## src/rtl/bcd_seg_scan_pkg.sv

```systemverilog
// Shared definitions for the multiplexed BCD seven-segment scanner:
// segment codes ({g,f,e,d,c,b,a}, 1 = lit), the dash code and FSM encoding.
package bcd_seg_scan_pkg;

  localparam int NUM_DIGITS = 5;

  typedef enum logic {
    S_ON  = 1'b0,
    S_GAP = 1'b1
  } state_e;

  localparam logic [6:0] SEG_0     = 7'h3F;
  localparam logic [6:0] SEG_1     = 7'h06;
  localparam logic [6:0] SEG_2     = 7'h5B;
  localparam logic [6:0] SEG_3     = 7'h4F;
  localparam logic [6:0] SEG_4     = 7'h66;
  localparam logic [6:0] SEG_5     = 7'h6D;
  localparam logic [6:0] SEG_6     = 7'h7D;
  localparam logic [6:0] SEG_7     = 7'h07;
  localparam logic [6:0] SEG_8     = 7'h7F;
  localparam logic [6:0] SEG_9     = 7'h6F;
  localparam logic [6:0] SEG_DASH  = 7'h40;
  localparam logic [6:0] SEG_BLANK = 7'h00;

endpackage

```

## src/rtl/bcd_to_seg7.sv

```systemverilog
// Combinational BCD digit to seven-segment decoder; non-BCD codes show a dash.
module bcd_to_seg7
  import bcd_seg_scan_pkg::*;
(
  input  logic [3:0] bcd_i,
  output logic [6:0] seg_o
);

  // Table lookup of the segment pattern for one digit
  always_comb begin
    case (bcd_i)
      4'd0:    seg_o = SEG_0;
      4'd1:    seg_o = SEG_1;
      4'd2:    seg_o = SEG_2;
      4'd3:    seg_o = SEG_3;
      4'd4:    seg_o = SEG_4;
      4'd5:    seg_o = SEG_5;
      4'd6:    seg_o = SEG_6;
      4'd7:    seg_o = SEG_7;
      4'd8:    seg_o = SEG_8;
      4'd9:    seg_o = SEG_9;
      default: seg_o = SEG_DASH;
    endcase
  end

endmodule

```

## src/rtl/bcd_seg_scan.sv

```systemverilog
// Five-digit multiplexed seven-segment scanner. Each digit slot lasts CLK_DIV
// cycles: an ON phase followed by GAP_CYCLES of blanking to avoid ghosting.
// New digits land in a shadow register and are moved to the display register
// only when digit 0 starts, so a frame never mixes two values.
// All outputs come straight from registers; the register inputs are computed
// from next-state values so the outputs line up with the state they describe.
module bcd_seg_scan
  import bcd_seg_scan_pkg::*;
#(
  parameter int CLK_DIV    = 50000,
  parameter int GAP_CYCLES = 16,
  parameter int ACTIVE_LOW = 1
) (
  input  logic       CLK,
  input  logic       RST,
  input  logic       fin,
  input  logic [3:0] bcd0,
  input  logic [3:0] bcd1,
  input  logic [3:0] bcd2,
  input  logic [3:0] bcd3,
  input  logic [3:0] bcd4,
  input  logic       blank_lz,
  output logic [6:0] seg,
  output logic [4:0] an,
  output logic [2:0] digit_idx,
  output logic       frame_done
);

  localparam logic [15:0] CNT_MAX     = 16'(CLK_DIV - 1);
  localparam logic [15:0] CNT_ON_LAST = 16'(CLK_DIV - GAP_CYCLES - 1);
  localparam logic [15:0] CNT_RST     = 16'(CLK_DIV - GAP_CYCLES);
  localparam logic [2:0]  LAST_DIGIT  = 3'(NUM_DIGITS - 1);

  state_e          state_q, state_d;
  logic [15:0]     cnt_q, cnt_d;
  logic [2:0]      idx_q, idx_d;
  logic [4:0][3:0] shadow_q, shadow_d;
  logic [4:0][3:0] display_q, display_d;
  logic [6:0]      seg_q, seg_d;
  logic [4:0]      an_q, an_d;
  logic            frame_done_q, frame_done_d;

  logic [6:0]      dec_seg;
  logic            lz_blank;
  logic            zero_run;

  bcd_to_seg7 u_dec (
    .bcd_i (display_d[idx_d]),
    .seg_o (dec_seg)
  );

  // Next-state: slot counter, ON/GAP phase, digit index, shadow/display copy, outputs
  always_comb begin
    cnt_d     = (cnt_q == CNT_MAX) ? 16'd0 : cnt_q + 16'd1;
    state_d   = state_q;
    idx_d     = idx_q;
    shadow_d  = shadow_q;
    display_d = display_q;

    case (state_q)
      S_ON:    if (cnt_q == CNT_ON_LAST) state_d = S_GAP;
      S_GAP:   if (cnt_q == CNT_MAX)     state_d = S_ON;
      default: state_d = S_GAP;
    endcase

    if (state_q == S_GAP && state_d == S_ON) begin
      idx_d = (idx_q == LAST_DIGIT) ? 3'd0 : idx_q + 3'd1;
      // Frame boundary: latch the pre-edge shadow so the whole frame is consistent
      if (idx_d == 3'd0) display_d = shadow_q;
    end

    if (fin) shadow_d = {bcd4, bcd3, bcd2, bcd1, bcd0};

    // A digit is a leading zero when it and every more significant digit are 0
    zero_run = 1'b1;
    lz_blank = 1'b0;
    for (int k = NUM_DIGITS - 1; k >= 1; k--) begin
      zero_run = zero_run & (display_d[k] == 4'd0);
      if (idx_d == 3'(k)) lz_blank = zero_run;
    end

    an_d         = 5'd0;
    seg_d        = SEG_BLANK;
    if (state_d == S_ON) begin
      an_d  = 5'b00001 << idx_d;
      seg_d = (blank_lz && lz_blank) ? SEG_BLANK : dec_seg;
    end
    frame_done_d = (state_d == S_GAP) && (cnt_d == CNT_MAX) && (idx_d == LAST_DIGIT);
  end

  // State and output registers; reset parks in the gap before digit 0
  always_ff @(posedge CLK or negedge RST) begin
    if (!RST) begin
      state_q      <= S_GAP;
      cnt_q        <= CNT_RST;
      idx_q        <= LAST_DIGIT;
      shadow_q     <= '0;
      display_q    <= '0;
      seg_q        <= SEG_BLANK;
      an_q         <= 5'd0;
      frame_done_q <= 1'b0;
    end else begin
      state_q      <= state_d;
      cnt_q        <= cnt_d;
      idx_q        <= idx_d;
      shadow_q     <= shadow_d;
      display_q    <= display_d;
      seg_q        <= seg_d;
      an_q         <= an_d;
      frame_done_q <= frame_done_d;
    end
  end

  assign seg        = (ACTIVE_LOW != 0) ? ~seg_q : seg_q;
  assign an         = (ACTIVE_LOW != 0) ? ~an_q  : an_q;
  assign digit_idx  = idx_q;
  assign frame_done = frame_done_q;

endmodule

```

## config.mk

```make
export PLATFORM = sky130hd
export DESIGN_NAME = bcd_seg_scan
export DESIGN_NICKNAME = d
export VERILOG_FILES = /design/src/rtl/bcd_seg_scan_pkg.sv /design/src/rtl/bcd_to_seg7.sv /design/src/rtl/bcd_seg_scan.sv
export SDC_FILE = /design/constraint.sdc
export NUM_CORES = 1
export LEC_CHECK = 0
export CAP_MARGIN = 0
export CORE_ASPECT_RATIO = 1.5
export CORE_UTILIZATION = 43
export DETAILED_ROUTE_END_ITERATION = 10
export GPL_TIMING_DRIVEN = 0
export PLACE_DENSITY = 0.62
export SLEW_MARGIN = 15
export SYNTH_ARGS = -nofsm -noshare
export SYNTH_HDL_FRONTEND = slang
export SYNTH_HIERARCHICAL = 1
export SYNTH_SLANG_ARGS = --single-unit
```

## constraint.sdc

```tcl
create_clock -name CLK -period 10.6 [get_ports CLK]
set_input_delay 2.65 -clock CLK [delete_from_list [all_inputs] [get_ports CLK]]
set_output_delay 2.65 -clock CLK [all_outputs]
set_load 0.1 [all_outputs]
```

==> results by group <==
Status
  – Run status: finished, final reports clean

Route
  – TritonRoute pass-1 iters: 4
  – DRT Wirelength: 7452 um
  – Initial DRC count: 68
  – Drt wl/cell: 14.90 um
  – Vias/cell: 5.328
  – Drc violations: 0
  – Via count: 2664
  – Antenna viol nets, final: 0

Global route
  – First-pass GRT wire length: 12850 um
  – Gr ovfl total: 0
  – Largest net degree at the start of global routing: 39
  – Initial antenna violation count: 0
  – GRT Util Overall: 0.1884
  – Vias in the first global route: 2663

Power
  – Internal power: 479.8 uW
  – Net Sw Frac: 0.2026
  – Logic pwr share: 0.041
  – Total power: 601.8 uW
  – Psw: 121.9 uW
  – Sequential fraction of design power: 0.487
  – P_leak: 2.099 nW
  – Maximum VDD drop: 0.00009912 V
  – Clock Power Share: 0.472
  – Cell area power density: 131.5 nW/um^2

Hold path
  – Hold crit path type: register to register
  – Hold Path Origin: display_q[2]

Critical path
  – Worst path max stage delay: 1.20 ns
  – Worst Path Buf+Inv: 1
  – Crit Path Max Fanout: 8
  – Startpoint types: register
  – CP startpoint: digit_idx[0]
  – Arrival @ worst endpoint: 2.05 ns
  – Crit-path cells: clkdlybuf4s50_1
  – Worst setup EP type: output pin
  – Worst path top cell family by delay: buffers and inverters
  – Slowest-stage cell, CP: clkdlybuf4s50_1
  – Worst EP required: 7.95 ns
  – R2r startpoint: cnt_q[15]
  – Worst Path Class, Setup: register to output pin

Synth
  – Synthesized flop and latch total: 73
  – Synth top area share: 0.4390
  – Synth cell types: 54
  – Post-synthesis sequential area ratio: 0.4879
  – Biggest area consumer among synthesized cells: dfrtp_1
  – Synthesized instance count: 338
  – Synthesis warning total: 6
  – Synth top cells by count: 66 x dfrtp_1, 30 x mux2_2, 25 x inv_1, 25 x nand2_1, 24 x nor2_1
  – Syn Std Cell Area: 3762 um^2
  – Number of flops mapped to enable cells by yosys: 0
  – Fraction of registers with async set or reset after synthesis: 1.000
  – Synth area leaders: dfrtp_1 44%, mux2_2 9.0%, dfstp_2 4.9%
  – Ys flop type: dfrtp_1
  – Syn Area/Cell: 11.13 um^2
  – Count leader, synth: dfrtp_1
  – Syn Nets: 371

CTS
  – TritonCTS clock tree: yes
  – Longest Clk Path Bufs: 2
  – Max H-tree Level: 3
  – Cts hold-fix bufs: 0
  – Setup Buffers After CTS: 0
  – Root Driver: clkbuf_16
  – Num CTS Buffers: 9
  – Clock latency on the worst-skew pair: 0.33 ns
  – Num Clock Sinks: 73
  – CTS clk-pin slew, worst paths: 0.06 ns
  – Number of gates resized after cts: 0

Final layout
  – Fillers: 773
  – Antenna cells: 0
  – Final nets: 421
  – Synthesis-to-layout area growth: 21.62%
  – Layout cells sized above 1: 0.1934

STA
  – Final hold vios: 0
  – Final Cycle Share: 0.4436
  – Endpoints failing setup: 0
  – Max Clk Rate: 212.7 MHz
  – TNS Setup: 0 ns
  – Max-slew violations: 0
  – Skew final: 0.006445 ns
  – Worst-Margin Slew: 0.9876 ns
  – RSZ-0062 raised after global routing: no
  – Clock period minus worst slack: 4.702 ns
  – Max-slew headroom: 0.3395

Floorplanning
  – Initial core utilization: 0.4445
  – Die Wd: 78.38 um
  – Core Box Area: 8464 um^2
  – Die Y: 116.6 um
  – I/O pins: 40
  – Rows: 41
  – Die area: 9135 um^2

Place
  – PortBufs: 38
  – HPWL Detailed: 5693 um
  – Final GP Congestion: 0.9221

Run
  – Max Cap Viol: 0
[power by group through the flow]
stage	clock network (mW)	registers, mW	logic (mW)
after floorplan	0	0.295	0.00998
final	0.284	0.293	0.0248
after CTS	0.292	0.293	0.0257
after detailed placement	0	0.298	0.0257
after global routing	0.303	0.294	0.0277
after global placement	0	0.297	0.0242
[cell families after synthesis]
| logic type | count (synthesis) | share of synthesized area |
|---|---|---|
| AND/OR/NAND/NOR | 110 | 0.1566 |
| flip-flops | 73 | 0.4879 |
| multiplexers | 55 | 0.1676 |
| buffers and inverters | 39 | 0.04822 |
| AO/OA/AOI/OAI | 37 | 0.07483 |
| XOR/XNOR | 15 | 0.03492 |
| adder cells (fa/ha/maj) | 9 | 0.02993 |
[cells in the final DEF (no fill, tap or decap), types with 5 or more instances in the layout]
cell type | synthesis | final
nor2_1 | 24 | 24
ha_1 | 9 | 9
inv_1 | 25 | 25
a211o_1 | 5 | 5
xor2_1 | 8 | 8
dfstp_2 | 7 | 7
mux2_1 | 7 | 7
clkbuf_1 | 4 | 8
mux2i_1 | 11 | 11
clkbuf_16 | 0 | 9
nor4_1 | 10 | 10
o21ai_0 | 9 | 9
nand3_1 | 12 | 12
nand4_1 | 6 | 6
mux2_4 | 6 | 6
nand2_1 | 25 | 25
clkdlybuf4s50_1 | 0 | 37
xnor2_1 | 7 | 7
nor3_1 | 5 | 5
mux2_2 | 30 | 30
dfrtp_1 | 66 | 66
[sequential cells by signal, indices dropped and copies added (netlist names)]
name,count
shadow_q,20
cnt_q,16
seg_q,7
frame_done,1
an_q,5
state_q,1
digit_idx,3
display_q,20
[layout make-up]
cell class / instances / area, um^2 / share of cell area
timing repair buffer: 39 / 397.9 / 0.08696
multi-input combinational: 226 / 1745 / 0.3815
clock buffer: 16 / 281.5 / 0.06153
buffer: 12 / 80.08 / 0.01750
inverter: 27 / 101.3 / 0.02215
tap: 107 / 133.9 / 0.02926
sequential: 73 / 1836 / 0.4011
[per-stage QoR]
stage	hold WS, ns	setup WS, ns	util	std cells	cell area, um^2
floorplan	0.4640	6.498	-	338	3762
global route	0.5072	5.827	0.5406	500	4576
CTS	0.5014	5.865	0.5406	500	4576
finish	0.4964	5.898	0.5406	500	4576
detailed placement	0.4899	6.230	0.5073	484	4294
global placement	0.4799	4.392	0.5052	483	4277
[per-layer routing]
metal | global-route usage | up-vias | routed length [um]
met5 | 0 | - | 0
met4 | 0.09383 | 0 | 212
li1 | - | 1287 | -
met1 | 0.1998 | 1296 | 2942
met3 | 0.05391 | 19 | 226
met2 | 0.3404 | 62 | 4069
[worst paths after layout]
path / depth (start not counted) / endpoint / slack [ns]
worst min register to register: 1 / display_q[2] / 0.50
max in group asynchronous: 2 / state_q / 7.72
worst max-delay path: 1 / digit_idx[0] / 5.90
min in group asynchronous: 1 / shadow_q[18] / 2.27
worst min-delay path: 1 / display_q[2] / 0.50
worst max register to register: 14 / seg_q[0] / 6.27
Note: power is estimated with default switching activity, not from simulation.
